`config.mk`:
```
export PLATFORM = sky130hd
export DESIGN_NAME = load_store_unit
export DESIGN_NICKNAME = d
export VERILOG_FILES = /design/src/rtl/lsu_pkg.sv /design/src/rtl/lsu_lane_unit.sv /design/src/rtl/load_store_unit.sv
export SDC_FILE = /design/constraint.sdc
export NUM_CORES = 1
export LEC_CHECK = 0
export ABC_CLOCK_PERIOD_IN_PS = 7350
export BUFFER_PORTS_ARGS = -buffer_cell sky130_fd_sc_hd__buf_2
export CORE_MARGIN = 3
export CORE_UTILIZATION = 40
export CTS_CLUSTER_SIZE = 24
export DETAILED_ROUTE_END_ITERATION = 8
export PLACE_DENSITY = 0.69
export SETUP_SLACK_MARGIN = 0.2
export SLEW_MARGIN = 15
export SYNTH_ARGS = -nofsm -noshare
export SYNTH_HDL_FRONTEND = slang
export SYNTH_SLANG_ARGS = --single-unit
```
`constraint.sdc`:
```
create_clock -name clk -period 7.35 [get_ports clk]
set_input_delay 1.1025 -clock clk [delete_from_list [all_inputs] [get_ports clk]]
set_output_delay 1.1025 -clock clk [all_outputs]
set_load 0.1 [all_outputs]
```
`src/rtl/lsu_pkg.sv`:
```
// Shared encodings and request-check helper for the load/store unit.
package lsu_pkg;

    localparam logic [1:0] SZ_BYTE = 2'b00;
    localparam logic [1:0] SZ_HALF = 2'b01;
    localparam logic [1:0] SZ_WORD = 2'b10;
    localparam logic [1:0] SZ_ILL  = 2'b11;

    localparam logic [1:0] ST_IDLE  = 2'd0;
    localparam logic [1:0] ST_READ  = 2'd1;
    localparam logic [1:0] ST_WRITE = 2'd2;
    localparam logic [1:0] ST_RESP  = 2'd3;

    function automatic logic is_misaligned(input logic [1:0] size, input logic [1:0] offset);
        case (size)
            SZ_HALF: is_misaligned = offset[0];
            SZ_WORD: is_misaligned = (offset != 2'b00);
            default: is_misaligned = 1'b0;
        endcase
    endfunction

endpackage

```
`src/rtl/lsu_lane_unit.sv`:
```
// Little-endian byte-lane merge for sub-word stores and extract/extend for loads.
module lsu_lane_unit
    import lsu_pkg::*;
(
    input  logic [31:0] word_i,
    input  logic [31:0] wdata_i,
    input  logic [1:0]  size_i,
    input  logic [1:0]  offset_i,
    input  logic        unsigned_i,
    output logic [31:0] merged_word_o,
    output logic [31:0] load_value_o
);

    logic [4:0]  byte_base;
    logic [4:0]  half_base;
    logic [7:0]  byte_sel;
    logic [15:0] half_sel;

    assign byte_base = {offset_i, 3'b000};
    assign half_base = {offset_i[1], 4'b0000};
    assign byte_sel  = word_i[byte_base +: 8];
    assign half_sel  = word_i[half_base +: 16];

    always_comb begin
        // NOTE: every output gets a default before the case so no path infers a latch.
        merged_word_o = word_i;
        load_value_o  = word_i;
        case (size_i)
            SZ_BYTE: begin
                merged_word_o[byte_base +: 8] = wdata_i[7:0];
                load_value_o = {{24{~unsigned_i & byte_sel[7]}}, byte_sel};
            end
            SZ_HALF: begin
                merged_word_o[half_base +: 16] = wdata_i[15:0];
                load_value_o = {{16{~unsigned_i & half_sel[15]}}, half_sel};
            end
            default: begin
                merged_word_o = wdata_i;
                load_value_o  = word_i;
            end
        endcase
    end

endmodule

```
`src/rtl/load_store_unit.sv`:
```
// MEM-stage load/store initiator: one request at a time, word-aligned memory
// transactions, read-modify-write for sub-word stores, registered response.
module load_store_unit
    import lsu_pkg::*;
#(
    parameter int DATA_W = 32,
    parameter int ADDR_W = 32
) (
    input  logic              clk,
    input  logic              reset,
    input  logic              req_valid,
    output logic              req_ready,
    input  logic              req_we,
    input  logic [1:0]        req_size,
    input  logic              req_unsigned,
    input  logic [ADDR_W-1:0] req_addr,
    input  logic [DATA_W-1:0] req_wdata,
    output logic              rsp_valid,
    output logic [DATA_W-1:0] rsp_rdata,
    output logic              rsp_err,
    output logic              mem_we,
    output logic [ADDR_W-1:0] mem_a,
    output logic [DATA_W-1:0] mem_wd,
    input  logic [DATA_W-1:0] mem_rd
);

    logic [1:0]        state_q,     state_d;
    logic              we_q,        we_d;
    logic [1:0]        size_q,      size_d;
    logic              uns_q,       uns_d;
    logic [ADDR_W-1:0] addr_q,      addr_d;
    logic [DATA_W-1:0] wdata_q,     wdata_d;
    logic [DATA_W-1:0] word_q,      word_d;
    logic [DATA_W-1:0] rsp_rdata_q, rsp_rdata_d;
    logic              rsp_err_q,   rsp_err_d;

    logic              accept;
    logic              bad_req;
    logic              in_access;
    logic [DATA_W-1:0] lane_word;
    logic [DATA_W-1:0] merged_word;
    logic [DATA_W-1:0] load_value;

    assign req_ready = (state_q == ST_IDLE) && !reset;
    assign accept    = req_valid && req_ready;
    assign bad_req   = (req_size == SZ_ILL) || is_misaligned(req_size, req_addr[1:0]);

    // Loads extract straight from the live read data; stores merge into the captured word.
    assign lane_word = (state_q == ST_READ) ? mem_rd : word_q;

    lsu_lane_unit u_lane (
        .word_i        (lane_word),
        .wdata_i       (wdata_q),
        .size_i        (size_q),
        .offset_i      (addr_q[1:0]),
        .unsigned_i    (uns_q),
        .merged_word_o (merged_word),
        .load_value_o  (load_value)
    );

    always_comb begin
        state_d     = state_q;
        we_d        = we_q;
        size_d      = size_q;
        uns_d       = uns_q;
        addr_d      = addr_q;
        wdata_d     = wdata_q;
        word_d      = word_q;
        rsp_rdata_d = rsp_rdata_q;
        rsp_err_d   = rsp_err_q;
        case (state_q)
            ST_IDLE: begin
                if (accept) begin
                    we_d        = req_we;
                    size_d      = req_size;
                    uns_d       = req_unsigned;
                    addr_d      = req_addr;
                    wdata_d     = req_wdata;
                    rsp_rdata_d = '0;
                    rsp_err_d   = bad_req;
                    if (bad_req)
                        state_d = ST_RESP;
                    else if (req_we && (req_size == SZ_WORD))
                        state_d = ST_WRITE;
                    else
                        state_d = ST_READ;
                end
            end
            ST_READ: begin
                word_d = mem_rd;
                if (we_q) begin
                    state_d = ST_WRITE;
                end else begin
                    rsp_rdata_d = load_value;
                    state_d     = ST_RESP;
                end
            end
            ST_WRITE: state_d = ST_RESP;
            default: begin
                rsp_rdata_d = '0;
                rsp_err_d   = 1'b0;
                state_d     = ST_IDLE;
            end
        endcase
    end

    always_ff @(posedge clk) begin
        if (reset) begin
            state_q     <= ST_IDLE;
            we_q        <= 1'b0;
            size_q      <= SZ_BYTE;
            uns_q       <= 1'b0;
            addr_q      <= '0;
            wdata_q     <= '0;
            word_q      <= '0;
            rsp_rdata_q <= '0;
            rsp_err_q   <= 1'b0;
        end else begin
            // NOTE: state registers use non-blocking assignment so all flops update together.
            state_q     <= state_d;
            we_q        <= we_d;
            size_q      <= size_d;
            uns_q       <= uns_d;
            addr_q      <= addr_d;
            wdata_q     <= wdata_d;
            word_q      <= word_d;
            rsp_rdata_q <= rsp_rdata_d;
            rsp_err_q   <= rsp_err_d;
        end
    end

    // Memory controls are gated by reset so an aborted request never commits a write.
    assign in_access = ((state_q == ST_READ) || (state_q == ST_WRITE)) && !reset;
    assign mem_we    = (state_q == ST_WRITE) && !reset;
    assign mem_a     = in_access ? {addr_q[ADDR_W-1:2], 2'b00} : '0;
    assign mem_wd    = mem_we ? ((size_q == SZ_WORD) ? wdata_q : merged_word) : '0;

    assign rsp_valid = (state_q == ST_RESP) && !reset;
    assign rsp_rdata = rsp_rdata_q;
    assign rsp_err   = rsp_err_q;

endmodule

```
Word-level counts from Yosys, hierarchy flattened
Cells that the tools add are included.
Widths: inputs -> output; s select.

operators by class
  $add $sub $neg = 2
  magnitude comparators = 0
  shift operators = 6
  reduce and logical (&&, ||, !) cells = 16
  $mul = 0
  multiplexer cells = 19
  equality and inequality tests = 10
  bitwise gates (word level) = 5
  div/mod/pow operators = 0

operator list
  cell                     number
  $mux 32                  6
  $pmux 32 s2              2
  $pmux 32 s3              1
  $bwmux 32                2
  $shift 16x7->32 const A  1
  $shift 8x7->32 const A   1
  $shiftx 16x7->32         1
  $shiftx 32x6->16         1
  $shiftx 32x6->8          1
  $shiftx 8x7->32          1
  $neg 5->7                2
  $eq 2x2->1 const B       5
  $eq 2x1->1 const B       3
  $logic_and 1x1->1        6
  $mux 2                   3
  $pmux 2 s3               1
  $logic_not 2->1          2
  $ne 2x2->1 const B       2
  $pmux 1 s2               2
  $reduce_and 2->1         2
  $not 1->1                3
  $reduce_and 3->1         1
  $and 1x1->1              2
  $logic_or 1x1->1         2
  4 further kinds          5

word-level totals
  bits in registers = 135
  memories = 0
  bits of input ports = 103
  output and inout bits = 100
  RAM bits = 0
  latch bits = 0
  memory bits (read-only) = 0
  word-level logic and storage cells = 67

Longest topological paths before layout
  word-level depth = 7
  depth in mapped cells = 9
  gate-level depth less buffers = 6

By module
Synthesis repeated with hierarchy kept, for this count alone.

second synthesis, totals
  cell total of the unflattened synthesis = 910
  area total of the unflattened synthesis = 7703.6 sq um

modules (own cells, without submodules)
  module           cells each  seq. area each (sq um)  instances  area an instance (sq um)
  load_store_unit  656         2702.6                  1          5809.3
  lsu_lane_unit    254         0.0                     1          1894.3

Worst setup path after synthesis
Ideal clock, no wire load.

  path type = register -> output
  start = reg addr_q[1]
  end = out mem_wd[11]
  setup slack = -0.254 ns
  cell stages (with the launch flop) = 9
  buffers on the path = 3
  required time = 6.247 ns
  arrival time = 6.502 ns
  path through = dfxtp_1 > buf_2 > inv_2 > clkbuf_1 > ha_1 > and4b_1 > clkbuf_1 > a21oi_1 > a2111oi_0

between the ends
  word-level cells in the longest chain between the ends = 6
  elaborated cells on any way between the ends = 11
  those cells by class = 2 x add/sub; 4 x shift; 5 x mux

ends and longest elaborated chain
  element                                         RTL line                                  RTL
  start, declared                                 load_store_unit.sv:31                     logic [ADDR_W-1:0] addr_q, addr_d;
  start signal, assigned                          load_store_unit.sv:124                    addr_q <= addr_d;
  $neg 5->7 (on tied branches)                    lsu_lane_unit.sv:34, lsu_lane_unit.sv:30
  $shiftx 16x7->32, or another cell as far along  lsu_lane_unit.sv:34                       merged_word_o[half_base +: 16] = wdata_i[15:0];
  $bwmux 32 (on tied branches)                    lsu_lane_unit.sv:34, lsu_lane_unit.sv:30
  $pmux 32 s2 (*)                                 lsu_lane_unit.sv:28                       case (size_i)
  $mux 32 (*) (2 in a row)                        load_store_unit.sv:136                    assign mem_wd = mem_we ? ((size_q == SZ_WORD) ? wdata_q : merged_word) : '0;
  end, declared                                   load_store_unit.sv:23                     output logic [DATA_W-1:0] mem_wd,

Mark *: on every way between the ends. The rest lies on a longest branch, timed or not.

Worst setup path in the final report
  start = reg addr_q[1]
  end = out mem_wd[13]

The elaborated chain is that of the path after synthesis.

==> metrics.txt <==
# TYPE chip_impl_metric gauge
chip_impl_metric{name="total_count_of_max_transition_violations_in_the_final_report",unit=""} 0
chip_impl_metric{name="place.port_buffers",unit=""} 200
chip_impl_metric{name="filler_cell_count",unit=""} 1643
chip_impl_metric{name="firstDrtPassIters",unit=""} 5
chip_impl_info{name="crit_chain",value="inv_2, ha_1, and4b_1, a21oi_1, a2111oi_1, buf_2"} 1
chip_impl_info{name="rsz0062_at_grt",value="false"} 1
chip_impl_metric{name="cts_num_sinks",unit=""} 135
chip_impl_metric{name="synth-async-reset-ratio",unit="%"} 0
chip_impl_metric{name="synthDominantCellAreaShare",unit="%"} 39.0
chip_impl_metric{name="p_seq_share",unit="%"} 29.3
chip_impl_info{name="synth-main-ff-cell",value="sky130_fd_sc_hd__dfxtp_1"} 1
chip_impl_metric{name="net_switching_power",unit="mW"} 1.51
chip_impl_metric{name="drt-vias-per-instance",unit=""} 5.36
chip_impl_info{name="highest_count_cells_in_the_layout_ignoring_fill_and_taps",value="200 x sky130_fd_sc_hd__buf_2, 134 x sky130_fd_sc_hd__dfxtp_1, 101 x sky130_fd_sc_hd__o21ai_0"} 1
chip_impl_metric{name="fin_worst_skew",unit="ns"} 0.0119
chip_impl_metric{name="initial_utilization",unit="%"} 41.4
chip_impl_metric{name="gp_routability_congestion",unit=""} 0.930
chip_impl_metric{name="critical_path_arrival",unit="ns"} 3.70
chip_impl_metric{name="maxCapViolCount",unit=""} 0
chip_impl_metric{name="synth.distinct_cells",unit=""} 49
chip_impl_metric{name="diodes",unit=""} 0
chip_impl_metric{name="switching_share",unit="%"} 45.1
chip_impl_metric{name="power_frac_comb",unit="%"} 44.0
chip_impl_info{name="cts-root-buf",value="sky130_fd_sc_hd__clkbuf_16"} 1
chip_impl_metric{name="post-cts-setup-buffer-count",unit=""} 0
chip_impl_metric{name="synth_seq_area_share",unit="%"} 39.0
chip_impl_metric{name="globalRouteTotalUtil",unit="%"} 22.5
chip_impl_info{name="grt-busiest-layer",value="met2"} 1
chip_impl_info{name="layout.cells.most_common",value="sky130_fd_sc_hd__buf_2"} 1
chip_impl_metric{name="finish.net_count",unit=""} 1102
chip_impl_info{name="hold_path.class",value="flop to flop"} 1
chip_impl_metric{name="largest_driver_fanout_on_the_critical_path",unit=""} 30
chip_impl_metric{name="timing.slew.headroom",unit="%"} 26.4
chip_impl_info{name="regToRegEndpoint",value="rsp_rdata[30]"} 1
chip_impl_metric{name="post-route-period-util",unit="%"} 65.4
chip_impl_metric{name="number_of_global_route_vias_before_repair",unit=""} 6004
chip_impl_info{name="critical_path.reg2reg.startpoint",value="state_q[0]"} 1
chip_impl_metric{name="first_iter_violations",unit=""} 515
chip_impl_metric{name="clkPwrFrac",unit="%"} 26.7
chip_impl_metric{name="synth.ff_latch_count",unit=""} 135
chip_impl_metric{name="finish.instance_area",unit="µm²"} 8640
chip_impl_metric{name="clock_insertion_delay_worst_skew",unit="ns"} 0.42
chip_impl_info{name="worst_setup_path_start_kind",value="flop"} 1
chip_impl_metric{name="setup_viol",unit=""} 0
chip_impl_metric{name="power_report.internal_total",unit="mW"} 1.84
chip_impl_metric{name="cts_max_path_buffers",unit=""} 2
chip_impl_metric{name="ioPinCount",unit=""} 203
chip_impl_metric{name="antenna_found_initial",unit=""} 1
chip_impl_metric{name="drtAntennaViolNets",unit=""} 0
chip_impl_info{name="slowest_stage",value="sky130_fd_sc_hd__dfxtp_1"} 1
chip_impl_metric{name="area_after_dpl",unit="µm²"} 8020
chip_impl_info{name="critPathLaunch",value="addr_q[1]"} 1
chip_impl_info{name="biggest_area_contributors_in_the_synthesized_netlist",value="sky130_fd_sc_hd__dfxtp_1 39%, sky130_fd_sc_hd__o21ai_0 7.3%, sky130_fd_sc_hd__nand2b_1 6.3%"} 1
chip_impl_info{name="status",value="finished clean"} 1
chip_impl_metric{name="area_growth_syn_to_layout",unit="%"} 24.6
chip_impl_metric{name="row_count",unit=""} 47
chip_impl_metric{name="max_freq",unit="MHz"} 208
chip_impl_info{name="cell_accounting_for_the_most_synthesized_area",value="sky130_fd_sc_hd__dfxtp_1"} 1
chip_impl_metric{name="finalHoldViolations",unit=""} 0
chip_impl_metric{name="power-per-cell-area",unit="nW/µm²"} 387
chip_impl_metric{name="cts_buffers",unit=""} 17
chip_impl_metric{name="cts.htree.levels",unit=""} 4
chip_impl_metric{name="fp.dieArea",unit="µm²"} 19000
chip_impl_metric{name="yosys_warnings",unit=""} 0
chip_impl_info{name="critPathCaptureType",value="output port"} 1
chip_impl_metric{name="drc",unit=""} 0
chip_impl_metric{name="postSynthAreaPerCell",unit="µm²"} 8.42
chip_impl_metric{name="critical-path-max-stage-delay",unit="ns"} 0.69
chip_impl_metric{name="setup.reg_to_reg.worst_slack",unit="ns"} 4.60
chip_impl_metric{name="r2r_cells",unit=""} 6
chip_impl_metric{name="count_of_vias_placed_by_the_detailed_router",unit=""} 6544
chip_impl_info{name="crit_type",value="flop to output port"} 1
chip_impl_metric{name="leakagePower",unit="nW"} 3.81
chip_impl_metric{name="synthCells",unit=""} 824
chip_impl_metric{name="globalRouteMet1Util",unit="%"} 30.9
chip_impl_metric{name="drive_above_1_share",unit="%"} 26.0
chip_impl_metric{name="pin_count_of_the_biggest_net_entering_global_routing",unit=""} 121
chip_impl_metric{name="setup_tns",unit="ns"} 0
chip_impl_metric{name="clkSlewWorstSetupHoldPaths",unit="ns"} 0.06
chip_impl_metric{name="synth_enable_flop_cells",unit=""} 0
chip_impl_metric{name="met2_routing_resource_usage_after_global_routing",unit="%"} 34.2
chip_impl_metric{name="grt_overflow",unit=""} 0
chip_impl_info{name="end_point_of_the_critical_path",value="mem_wd[13]"} 1
chip_impl_metric{name="max-vdd-ir-drop",unit="V"} 0.000199
chip_impl_metric{name="vertical_die_dimension",unit="µm"} 138
chip_impl_metric{name="met3_usage_in_global_routing",unit="%"} 6.65
chip_impl_metric{name="cts_hold_repair.buffers",unit=""} 0
chip_impl_metric{name="post-route-min-period",unit="ns"} 4.80
chip_impl_metric{name="chipWidth",unit="µm"} 138
chip_impl_info{name="tritoncts",value="built"} 1
chip_impl_metric{name="cp_data_required_time",unit="ns"} 6.25
chip_impl_metric{name="netlist_area",unit="µm²"} 6930
chip_impl_metric{name="dp_hpwl",unit="mm"} 15.6
chip_impl_metric{name="cts_resized",unit=""} 0
chip_impl_metric{name="global_route_wire_length_before_repair",unit="mm"} 32.8
chip_impl_metric{name="placeableCoreArea",unit="µm²"} 16800
chip_impl_metric{name="tightestPinTransition",unit="ns"} 1.10
chip_impl_metric{name="wl_per_cell",unit="µm"} 17.9
chip_impl_metric{name="wirelength",unit="mm"} 21.8
-- worst min path at each step --
stage	depth (start not counted)	endpoint	from
after floorplan	2	addr_q[10]	addr_q[10]
after global placement	2	rsp_rdata[1]	rsp_rdata[1]
after detailed placement	2	rsp_rdata[6]	rsp_rdata[6]
after CTS	2	rsp_rdata[6]	rsp_rdata[6]
after global routing	1	rsp_rdata[9]	rsp_rdata[9]
final	2	rsp_rdata[6]	rsp_rdata[6]
-- worst max-delay path: cells and delay by family, from the launching register on --
kind | cells | cell delay [ns]
buffers and inverters | 2 | 0.95
AO/OA/AOI/OAI | 2 | 0.78
flip-flops | 1 | 0.69
adder cells (fa/ha/maj) | 1 | 0.44
AND/OR/NAND/NOR | 1 | 0.41
-- Yosys cell counts, types with 4 or more instances --
cell,n
sky130_fd_sc_hd__o2bb2ai_1,12
sky130_fd_sc_hd__buf_4,5
sky130_fd_sc_hd__o31a_1,8
sky130_fd_sc_hd__a32o_1,8
sky130_fd_sc_hd__buf_1,8
sky130_fd_sc_hd__mux4_2,8
sky130_fd_sc_hd__o31ai_1,22
sky130_fd_sc_hd__nor2b_1,5
sky130_fd_sc_hd__mux2i_1,38
sky130_fd_sc_hd__nand2_1,87
sky130_fd_sc_hd__inv_1,16
sky130_fd_sc_hd__a32oi_1,4
sky130_fd_sc_hd__nor3_1,12
sky130_fd_sc_hd__and2_1,31
sky130_fd_sc_hd__a21o_1,16
sky130_fd_sc_hd__o211a_1,8
sky130_fd_sc_hd__clkbuf_1,46
sky130_fd_sc_hd__o21ai_0,101
sky130_fd_sc_hd__a22o_1,17
sky130_fd_sc_hd__a21oi_1,45
sky130_fd_sc_hd__nand2b_1,70
sky130_fd_sc_hd__nor2_1,61
sky130_fd_sc_hd__o22ai_1,4
sky130_fd_sc_hd__a2bb2oi_1,8
sky130_fd_sc_hd__buf_2,7
sky130_fd_sc_hd__dfxtp_1,135
sky130_fd_sc_hd__ha_1,12
-- cell families (layout without fill, tap and decap cells) --
logic type                 count (synthesis)  count (layout)  share of synthesized area [%]
adders and majority gates                 12              12                           2.17
and+or+nand+nor                          273             273                           19.3
AOI/OAI and AO/OA                        269             269                           25.6
DFF                                      135             135                           39.0
buffers and inverters                     86             261                           5.27
other                                      1               2                         0.0541
muxes                                     48              48                           8.62
-- layer usage --
| layer | vias to the layer above | share of wire, % |
|---|---|---|
| li1 | 3237 | - |
| met1 | 2988 | 43 |
| met2 | 291 | 45 |
| met3 | 26 | 9.8 |
| met4 | 2 | 1.7 |
| met5 | - | 0.032 |
-- power by group through the flow --
stage	Combinational, mW	Clock, mW	Sequential (mW)
global route	1.59	0.942	0.996
detailed placement	1.46	0	0.991
CTS	1.46	0.907	0.978
global placement	1.44	0	0.991
finish	1.47	0.892	0.981
floorplan	1.04	0	1.09
-- final cells by class --
cell class	instances	area, µm²	share of cell area, %
multi-input cells	604	3890	45.0
flip-flops and latches	135	2700	31.3
repair buffers	211	1080	12.5
clock buffers	17	425	4.93
well taps	220	275	3.19
clock inverters	15	191	2.22
inverters	18	67.6	0.782
-- state kept, by name, indices dropped and copies added (netlist names) --
name       count
rsp_rdata     32
word_q        32
rsp_err        1
state_q        2
addr_q        32
uns_q          1
size_q         2
wdata_q       32
we_q           1
-- per-stage QoR --
step	setup slack [ns]	power, mW	cells	hold slack [ns]	utilization [%]
2_1_floorplan	1.10	2.13	825	0.445	-
3_3_place_gp	3.01	2.43	1188	0.443	47.9
3_5_place_dp	2.98	2.45	1188	0.444	47.9
4_1_cts	2.51	3.35	1220	0.459	51.5
5_1_grt	2.30	3.52	1220	0.475	51.5
6_report	2.55	3.35	1220	0.456	51.5
Note: power is estimated with default switching activity, not from simulation.
